--- src/rtl/alu_pkg.sv ---
// Shared ALU definitions: opcode encodings and the multiply sequencer state type.
package alu_pkg;

   localparam logic [2:0] ALU_ADD = 3'b000;
   localparam logic [2:0] ALU_SUB = 3'b001;
   localparam logic [2:0] ALU_AND = 3'b010;
   localparam logic [2:0] ALU_OR  = 3'b011;

   typedef enum logic [1:0] {
      IDLE = 2'b00,
      RUN  = 2'b01,
      DONE = 2'b10
   } mul_state_t;

endpackage

--- src/rtl/alu_mul_seq.sv ---
// Shift-and-add multiply sequencer that borrows the shared ALU's add path and
// stalls the core while it runs; otherwise the ALU ports pass straight through.
module alu_mul_seq
   import alu_pkg::*;
#(
   parameter int D_WIDTH = 32
) (
   input  logic               clk,
   input  logic               rst_n,
   input  logic               start,
   input  logic [D_WIDTH-1:0] multiplicand,
   input  logic [D_WIDTH-1:0] multiplier,
   output logic               busy,
   output logic               done,
   output logic [D_WIDTH-1:0] product,
   input  logic               core_alusrc,
   input  logic [2:0]         core_aluctrl,
   input  logic [D_WIDTH-1:0] core_aluop1,
   input  logic [D_WIDTH-1:0] core_immop,
   input  logic [D_WIDTH-1:0] core_regop2,
   output logic               alusrc,
   output logic [2:0]         aluctrl,
   output logic [D_WIDTH-1:0] aluop1,
   output logic [D_WIDTH-1:0] immop,
   output logic [D_WIDTH-1:0] regop2,
   input  logic [D_WIDTH-1:0] aluout
);

   localparam int CNT_W = $clog2(D_WIDTH);

   mul_state_t         state_r;
   mul_state_t         state_next_s;
   logic [D_WIDTH-1:0] acc_r;
   logic [D_WIDTH-1:0] acc_next_s;
   logic [D_WIDTH-1:0] mcand_r;
   logic [D_WIDTH-1:0] mplier_r;
   logic [D_WIDTH-1:0] product_r;
   logic [CNT_W-1:0]   cnt_r;
   logic               busy_r;
   logic               done_r;
   logic               last_s;

   // Next state, accumulator update and RUN exit detection.
   always_comb begin
      state_next_s = state_r;
      acc_next_s   = acc_r;
      last_s       = 1'b0;
      case (state_r)
         IDLE: begin
            if (start) state_next_s = RUN;
            else       state_next_s = IDLE;
         end
         RUN: begin
            if (mplier_r[0]) acc_next_s = aluout;
            else             acc_next_s = acc_r;
            // Stop once no higher multiplier bits remain, or after the last bit.
            last_s = ((mplier_r >> 1) == '0) || (cnt_r == CNT_W'(D_WIDTH - 1));
            if (last_s) state_next_s = DONE;
            else        state_next_s = RUN;
         end
         DONE:    state_next_s = IDLE;
         default: state_next_s = IDLE;
      endcase
   end

   // ALU port mux: sequencer owns the ALU only while running.
   always_comb begin
      alusrc  = core_alusrc;
      aluctrl = core_aluctrl;
      aluop1  = core_aluop1;
      immop   = core_immop;
      regop2  = core_regop2;
      if (state_r == RUN) begin
         alusrc  = 1'b1;
         aluctrl = ALU_ADD;
         aluop1  = acc_r;
         immop   = mcand_r;
         regop2  = '0;
      end else begin
         alusrc  = core_alusrc;
         aluctrl = core_aluctrl;
      end
   end

   // State register and multiply datapath.
   always_ff @(posedge clk or negedge rst_n) begin
      if (!rst_n) begin
         state_r   <= IDLE;
         acc_r     <= '0;
         mcand_r   <= '0;
         mplier_r  <= '0;
         cnt_r     <= '0;
         product_r <= '0;
         busy_r    <= 1'b0;
         done_r    <= 1'b0;
      end else begin
         state_r <= state_next_s;
         busy_r  <= (state_next_s == RUN);
         done_r  <= (state_next_s == DONE);
         case (state_r)
            IDLE: begin
               if (start) begin
                  acc_r    <= '0;
                  mcand_r  <= multiplicand;
                  mplier_r <= multiplier;
                  cnt_r    <= '0;
               end
            end
            RUN: begin
               acc_r    <= acc_next_s;
               mcand_r  <= mcand_r << 1;
               mplier_r <= mplier_r >> 1;
               cnt_r    <= cnt_r + CNT_W'(1);
               if (last_s) product_r <= acc_next_s;
            end
            default: begin
            end
         endcase
      end
   end

   assign busy    = busy_r;
   assign done    = done_r;
   assign product = product_r;

endmodule

--- config.mk ---
export PLATFORM = sky130hd
export DESIGN_NAME = alu_mul_seq
export DESIGN_NICKNAME = d
export VERILOG_FILES = /design/src/rtl/alu_pkg.sv /design/src/rtl/alu_mul_seq.sv
export SDC_FILE = /design/constraint.sdc
export NUM_CORES = 1
export LEC_CHECK = 0
export CORE_MARGIN = 1.5
export CORE_UTILIZATION = 43
export DETAILED_ROUTE_END_ITERATION = 6
export HOLD_SLACK_MARGIN = 0.05
export PLACE_DENSITY_LB_ADDON = 0.15
export SLEW_MARGIN = 20
export SYNTH_ARGS = -nofsm -noshare
export SYNTH_HDL_FRONTEND = slang
export SYNTH_SLANG_ARGS = --single-unit
--- constraint.sdc ---
create_clock -name clk -period 2.35 [get_ports clk]
set_input_delay 0.235 -clock clk [delete_from_list [all_inputs] [get_ports clk]]
set_output_delay 0.235 -clock clk [all_outputs]
set_load 0.01 [all_outputs]
# Word-level counts from Yosys, hierarchy flattened
# Index checks and enable logic that the tools add are counted.
# totals
register_bits	137
latch_bits	0
ram_bits	0
mem_bits_ro	0
input_bits	199
output_inout_bits	134
wordCells	38
mem_count	0
# op_classes
n_addsub	1
multipliers	0
n_div	0
magnitude_cmp	0
eq_ne	5
n_shift	0
n_mux	18
bitwise_logic	0
n_reduce_logical	6
# op_table
op	count
two-way mux 32 bit	7
case mux 32 bit (2 select lines)	3
logical NOT 32 bit	1
case mux 5 bit (2 select lines)	1
adder 5 x 1 -> 5 bit (second input constant)	1
== test 5 bit (second input constant)	1
two-way mux 5 bit	1
== test 2 x 1 -> 1 bit (second input constant)	2
case mux 2 bit (2 select lines)	1
AND reduction 2 bit	2
two-way mux 1 bit	3
two-way mux 3 bit	1
== test 2 bit (second input constant)	1
logical NOT 2 bit	1
two-way mux 2 bit	1
inequality test 2 bit (second input constant)	1
nonzero test 2 bit	1
logical OR 1 bit	1

# Depth between registers and ports, before layout
# Gate-level depths: netlist (run 1).
# logic_depth
ltp_word	5
mapped_depth	6
mapped_depth_nobuf	5

# Worst setup path before layout (run 1)
# OpenSTA, ideal clock, no wires.
# synth_path
path_type	reg-to-reg
from	register cnt_r[0]
to	register product_r[10] (netlist: product[10])
setup_ps	125
t_arrival_ps	1754
slack_ps	471
path_stages_with_launch	7
n_path_buf	1
synth_period_minus_slack_ps	1879
path_cell_list	dfrtp_1 ha_1 and3_1 ha_1 o21ai_4 buf_6 mux2_4
# synth_via
elab_chain_len	4
# synth_lines
element	line	source
start: declaration	alu_mul_seq.sv:38	logic [CNT_W-1:0] cnt_r;
start signal: assignment	alu_mul_seq.sv:113	cnt_r <= cnt_r + CNT_W'(1);
== test 5 bit	alu_mul_seq.sv:57	last_s = ((mplier_r >> 1) == '0) || (cnt_r == CNT_W'(D_WIDTH - 1));
logical OR 1 bit	alu_mul_seq.sv:57	
two-way mux 1 bit	alu_mul_seq.sv:48	case (state_r)
AND reduction 2 bit (no line)	n/a	
end signal: assignment	alu_mul_seq.sv:114	if (last_s) product_r <= acc_next_s;
end: declaration	alu_mul_seq.sv:37	logic [D_WIDTH-1:0] product_r;
# Every way passes these cells.
# A chain may end at the register's enable or synchronous reset.

# Worst setup path after layout (run 1)
# layout_path
from	register state_r[0]
to	output port aluop1[4]
# layout_via
elab_chain_len	2
# layout_lines
element	line	source
start: declaration	alu_mul_seq.sv:31	mul_state_t state_r;
start signal: assignment	alu_mul_seq.sv:97	state_r <= state_next_s;
== test 2 x 1 -> 1 bit	alu_mul_seq.sv:73	if (state_r == RUN) begin
two-way mux 32 bit	alu_mul_seq.sv:73	
end: declaration	alu_mul_seq.sv:23	output logic [D_WIDTH-1:0] aluop1,
# Every way passes these cells.

==> impl_metrics.json, run 1 <==
{
  "status": "finished clean",
  "drive_gt1_share_pct": 11.4,
  "synth_cell_types": 30,
  "crit_chain": "nor2b_4 -> buf_12 -> buf_16 -> nand2_1 -> nand2_1 -> clkdlybuf4s50_1",
  "synth_area_mm2": 0.00753,
  "worstRegToRegCells": 5,
  "switchingPower_mw": 4.54,
  "fmax_mhz": 439,
  "relSlewSlack_pct": 33.1,
  "cts_made_buffers": 17,
  "remaining_drc_errors": 0,
  "drv_slew": 0,
  "setup_violations": 0,
  "track_usage_pct": 25.2,
  "start_util_pct": 43.8,
  "fillers": 1380,
  "ff2ff_setup_slack_ns": 0.25,
  "period_minus_slack_ns": 2.28,
  "dp_cells": 1333,
  "portBuffers": 332,
  "areaGrowthSynthToFinish_pct": 58.8,
  "grt_setup_unrepaired": "no",
  "grt_antenna_before_repair": 0,
  "worst_pin_slew_ns": 1.00,
  "hold_path_class": "input pin to asynchronous set/reset pin",
  "cpMostUsedCell": "nand2_1",
  "detailedPlace.worstSlack_ns": 0.251,
  "seq_power_share_pct": 31.0,
  "synth_warnings": 0,
  "cp.arrival_ns": 2.04,
  "grt_pass1_vias": 7201,
  "drt_iter0_drc": 326,
  "end_kind": "primary output",
  "nets": 1337,
  "cp_num_buf_inv": 3,
  "syn_area_per_cell_um2": 9.14,
  "power.density_mw_per_mm2": 1080,
  "synth_fp_nets": 1025,
  "seq_area_frac_synth_pct": 45.5,
  "core_area_mm2": 0.0172,
  "wl_um": 23400,
  "die_area_mm2": 0.0183,
  "drv_cap": 0,
  "vdd_drop_max_v": 0.000598,
  "fp.dieW_um": 135,
  "switching_share_pct": 35.3,
  "layout.cells.non_filler": 1373,
  "r2r-start": "state_r[1]",
  "gp_congestion": 0.805,
  "final_antenna_net_count": 0,
  "grt_overflow": 0,
  "hold_ws_ns": 0.306,
  "p_leak_nw": 5.61,
  "antennaDiodeCount": 0,
  "die_height_um": 135,
  "grt_max_degree": 68,
  "fp-row-count": 48,
  "total_power_mw": 12.9,
  "drt-wirelength-per-cell_um": 17.0,
  "path_class": "flip-flop to primary output",
  "dr_total_vias": 7260,
  "tritoncts": "built",
  "fin_setup_tns_ns": 0,
  "cp.required_ns": 2.12,
  "synth-seq-cells": 137,
  "dp_hpwl_um": 16100,
  "crit_path_max_fanout": 20,
  "htreeDepth": 4,
  "hold_viol": 0,
  "p_clk_share_pct": 20.2,
  "cts.clk_slew.worst_paths_ns": 0.06,
  "dr.pass1.iters": 6,
  "critPathMaxStageDelay_ns": 0.52,
  "pin_count": 333,
  "cts-root-buf": "clkbuf_16",
  "start_kind": "flip-flop",
  "rr_endpoint": "cnt_r[2]",
  "insertion_delay_ns": 0.42,
  "path_delay_family": "buffers and inverters",
  "crit_slowest_cell": "clkdlybuf4s50_1",
  "grt_pass1_wl_um": 36500,
  "cts_sinks": 137,
  "syn-instance-count": 824,
  "fin_worst_skew_ns": 0.00683,
  "cts_buffer_depth": 2,
  "setup_ws_ns": 0.0742,
  "internal_power_mw": 8.32,
  "combinationalPowerShare_pct": 48.8,
  "routed_via_density": 5.29,
  "finalCritPeriodShare_pct": 96.8
}
==> repair_timing <==
action | 4_1_cts | 5_1_grt
hold buffers | 1 | 0
resized for setup | 3 | 29
setup buffers | 2 | 2
gates cloned | 0 | 4
hold endpoints to repair | 38 | 0
endpoints found under the setup margin | 65 | 54
==> layout by cell type, fill, tap and decap left out, drive strengths merged, types with 5 or more instances in the layout <==
cell type,n
nand2,199
nor4,7
a22o,34
o21ai,69
and2,35
clkinvlp,5
clkdlybuf4s50,303
dfrtp,137
clkbuf,23
mux2,62
a21oi,64
nor2b,65
dlymetal6s2s,25
buf,26
a22oi,61
clkinv,5
==> flip-flops by register name, indices dropped and copies added, names as in the netlist <==
signal    count
product      32
mplier_r     32
mcand_r      32
busy          1
acc_r        32
done          1
cnt_r         5
state_r       2
==> metal layers <==
metal,part of all wire (%),GRT usage (%)
met1,41,30.4
met4,2.1,9.26
met5,0,0
met3,6.4,6.06
met2,51,43.7
==> how the worst max path moves through the flow <==
stage                           from           to  slack [ns]  cells past startpoint
after detailed placement  state_r[1]     cnt_r[2]        0.25                      5
final                     state_r[0]    aluop1[4]        0.07                      6
after CTS                 state_r[0]   aluop1[14]       0.004                      6
after global placement    state_r[1]     cnt_r[2]        0.27                      5
after global routing      state_r[0]    aluop1[4]       0.001                      6
after floorplan             cnt_r[0]  product[10]        0.47                      6
==> synthesized netlist by cell type <==
| cell | number | area share (%) |
|---|---|---|
| nor2_2 | 1 | 0.083 |
| o21ai_0 | 68 | 4.5 |
| inv_1 | 3 | 0.15 |
| nor4_1 | 7 | 0.58 |
| clkbuf_1 | 45 | 2.2 |
| and3_1 | 1 | 0.083 |
| buf_6 | 3 | 0.45 |
| nand3_1 | 1 | 0.066 |
| o31ai_1 | 2 | 0.20 |
| nor2_1 | 2 | 0.10 |
| buf_1 | 5 | 0.25 |
| a21o_1 | 1 | 0.10 |
| mux2_4 | 27 | 5.4 |
| nand4_1 | 2 | 0.17 |
| buf_2 | 15 | 1.0 |
| a21oi_1 | 64 | 4.3 |
| a22o_1 | 34 | 4.0 |
| mux2i_1 | 2 | 0.27 |
| ha_1 | 2 | 0.33 |
| dfrtp_1 | 137 | 46 |
| and3b_1 | 1 | 0.12 |
| nor3_1 | 2 | 0.13 |
| nand2_1 | 199 | 9.9 |
| nand2b_1 | 2 | 0.17 |
| o21bai_1 | 1 | 0.10 |
| o21ai_4 | 1 | 0.22 |
| mux2_2 | 35 | 5.2 |
| and2_1 | 35 | 2.9 |
| a22oi_1 | 61 | 6.1 |
| nor2b_1 | 65 | 5.4 |
==> cell families after synthesis <==
group	synth area share (%)
DFF	45.5
buffers and inverters	4.09
AOI/OAI and AO/OA	19.4
and+or+nand+nor	19.7
muxes	10.9
adders and majority gates	0.332
==> per-stage QoR <==
stage / area [µm²] / util [%]
floorplan: 7530 / -
global placement: 11100 / 64.8
detailed placement: 11100 / 64.8
CTS: 11800 / 68.4
global route: 12000 / 69.6
finish: 12000 / 69.6
==> power groups by stage <==
stage	Combinational [mW]	Clock (mW)	Sequential, mW
finish	6.28	2.60	3.98
global route	6.91	2.74	4.12
CTS	6.23	2.66	3.97
detailed placement	6.17	0	4.00
global placement	6.05	0	4.00
floorplan	3.39	0	3.78
==> cell type report <==
class	count	area [µm²]	area share (%)
Timing Repair Buffer	361	3820	32.0
Clock buffer	19	453	3.79
Clock inverter	12	126	1.06
Multi-Input combinational cell	616	3830	32.0
Tap cell	225	282	2.36
Sequential cell	137	3430	28.7
Inverter	3	11.3	0.0942
(Power assumes the default switching activity.)
==> run 2, diff against run 1 <==
--- a/config.mk
+++ b/config.mk
@@ -8,6 +8,7 @@
 export CORE_MARGIN = 1.5
 export CORE_UTILIZATION = 43
 export DETAILED_ROUTE_END_ITERATION = 6
+export GPL_TIMING_DRIVEN = 0
 export HOLD_SLACK_MARGIN = 0.05
 export PLACE_DENSITY_LB_ADDON = 0.15
 export SLEW_MARGIN = 20
==> constraint.sdc (replaced) <==
create_clock -name clk -period 2.35 [get_ports clk]
set_input_delay 0.5875 -clock clk [delete_from_list [all_inputs] [get_ports clk]]
set_output_delay 0.5875 -clock clk [all_outputs]
set_load 0.01 [all_outputs]
==> run 2 against run 1 <==
Against the previous run:
- the flow now finishes with violations (negative setup slack)
- power rose by 7.1%
- register-to-register slack lost 0.05 ns
- core utilization grew 2.5 points
- final area is 3.5% higher
- critical path type unchanged
- cell count rose by 5.5%
- non-clock buffer count up 75
- clock skew fell by 0.0018 ns
==> impl_metrics.json, run 2 (same netlist as run 1, synthesis figures left out) <==
{
  "grt_pass1_vias": 7634,
  "hold_buffers": 0,
  "routed_via_density": 5.27,
  "drv_cap": 0,
  "crit_path_max_fanout": 6,
  "failed_checks": "negative setup slack",
  "wl_um": 25700,
  "finalCritPeriodShare_pct": 104,
  "vdd_drop_max_v": 0.000639,
  "fmax_mhz": 410,
  "cts.clk_slew.worst_paths_ns": 0.06,
  "grt_overflow": 0,
  "period_minus_slack_ns": 2.44,
  "pin_count": 333,
  "start_kind": "flip-flop",
  "setup_ws_ns": -0.0879,
  "grt_max_degree": 80,
  "fin_worst_skew_ns": 0.00503,
  "antennaDiodeCount": 0,
  "cts_made_buffers": 17,
  "hold_viol": 0,
  "die_height_um": 135,
  "grt_antenna_before_repair": 0,
  "core_area_mm2": 0.0172,
  "cp.arrival_ns": 1.85,
  "hold_ws_ns": 0.133,
  "final_common_cell": "clkdlybuf4s50_1",
  "dr.pass1.iters": 5,
  "dr_total_vias": 7629,
  "hold_path_class": "input pin to asynchronous set/reset pin",
  "portBuffers": 332,
  "setup_violations": 29,
  "drt-wirelength-per-cell_um": 17.7,
  "nets": 1412,
  "cts-root-buf": "clkbuf_16",
  "areaGrowthSynthToFinish_pct": 64.4,
  "p_leak_nw": 5.81,
  "relSlewSlack_pct": 56.9,
  "gp_congestion": 0.827,
  "power.density_mw_per_mm2": 1110,
  "fp.dieW_um": 135,
  "dp_hpwl_um": 18100,
  "final_antenna_net_count": 0,
  "worst_pin_slew_ns": 0.647,
  "insertion_delay_ns": 0.42,
  "status": "complete, but fails checks",
  "remaining_drc_errors": 0,
  "drt_iter0_drc": 384,
  "grt_setup_unrepaired": "yes",
  "cts_sinks": 137,
  "cts_buffer_depth": 2,
  "grt_pass1_wl_um": 39500,
  "cp.required_ns": 1.76,
  "drive_gt1_share_pct": 26.7,
  "detailedPlace.worstSlack_ns": -1.01,
  "track_usage_pct": 27.9,
  "path_class": "flip-flop to primary output",
  "fp-row-count": 48,
  "worstRegToRegCells": 6,
  "drv_slew": 0,
  "start_util_pct": 43.8,
  "end_kind": "primary output",
  "htreeDepth": 4,
  "tritoncts": "built",
  "most-common-layout-cells": "clkdlybuf4s50_1 (231), nand2_1 (154), dfrtp_1 (135), buf_2 (80), o21ai_0 (68)",
  "fillers": 1341,
  "post-route-util_pct": 72.1,
  "die_area_mm2": 0.0183
}
## run 2: cell count changes in the layout (fill, tap and decap cells not counted), sizes merged
cell / change
dlymetal6s2s: -25
clkinvlp: -4
clkdlybuf4s50: -72
clkdlybuf4s15: +3
dlygate4sd3: -1
clkbuf: +39
buf: +131
bufbuf: +1
bufinv: +4
## run 2: where the power goes
group          leakage (nW)  internal (mW)  switching (mW)  total, mW
sequential             1.71           3.21           0.756       3.96
combinational          3.77           3.58            3.16       6.74
clock                 0.330           2.04            1.03       3.07
## run 2: through the flow
step / std cells / power (mW) / instance area [µm²] / setup TNS (ns)
2_1_floorplan: 824 / 7.17 / 7530 / 0
4_1_cts: 1450 / 13.6 / 12300 / -1.77
3_3_place_gp: 1381 / 10.1 / 11100 / -751.15
3_5_place_dp: 1382 / 10.2 / 11200 / -73.53
6_report: 1449 / 13.8 / 12400 / -0.624
5_1_grt: 1449 / 14.7 / 12400 / -4.09
## run 2: what timing repair did
action,4_1_cts,5_1_grt
gates resized for setup,529,54
gates cloned,8,1
buffers inserted,29,1
hold endpoints to repair,0,0
pin swaps,31,31
endpoints found under the setup margin,100,92
## run 2: worst paths after layout
check,slack [ns],from,end
max in group asynchronous,1.49,rst_n,state_r[0]
worst min register to register,0.50,cnt_r[2],cnt_r[2]
worst max-delay path,-0.09,state_r[0],aluop1[21]
min in group clk,0.50,cnt_r[2],cnt_r[2]
worst min-delay path,0.13,rst_n,product[24]
worst max register to register,0.20,cnt_r[0],product[14]
## run 2: critical path, stage by stage (launching register included)
cell and delay (ns):
dfrtp_2 0.45, buf_8 0.14, nand2b_4 0.11, clkbuf_16 0.18, buf_8 0.12, buf_8 0.12, buf_6 0.10, nand2_1 0.04
nand2_1 0.04, buf_2 0.12
## run 2: metal layers
metal,part of all wire [%],GRT usage [%]
met2,51,48.9
met5,0,0
met1,40,33.4
met3,6.1,5.65
met4,3.0,11.5
## run 2: layout make-up
type / count / area [µm²] / area share, %
Timing Repair Buffer: 372 / 3500 / 28.3
Sequential cell: 137 / 3430 / 27.7
Buffer: 64 / 508 / 4.10
Clock buffer: 20 / 457 / 3.69
Inverter: 3 / 11.3 / 0.0910
Tap cell: 225 / 282 / 2.27
Multi-Input combinational cell: 616 / 3970 / 32.1
Clock inverter: 12 / 220 / 1.78
==> run 3, diff against run 2 <==
--- a/config.mk
+++ b/config.mk
@@ -5,6 +5,7 @@
 export SDC_FILE = /design/constraint.sdc
 export NUM_CORES = 1
 export LEC_CHECK = 0
+export CAP_MARGIN = 20
 export CORE_MARGIN = 1.5
 export CORE_UTILIZATION = 43
 export DETAILED_ROUTE_END_ITERATION = 6
==> results of run 3 <==
The final DEF is identical to that of run 2; final timing and power are the same.
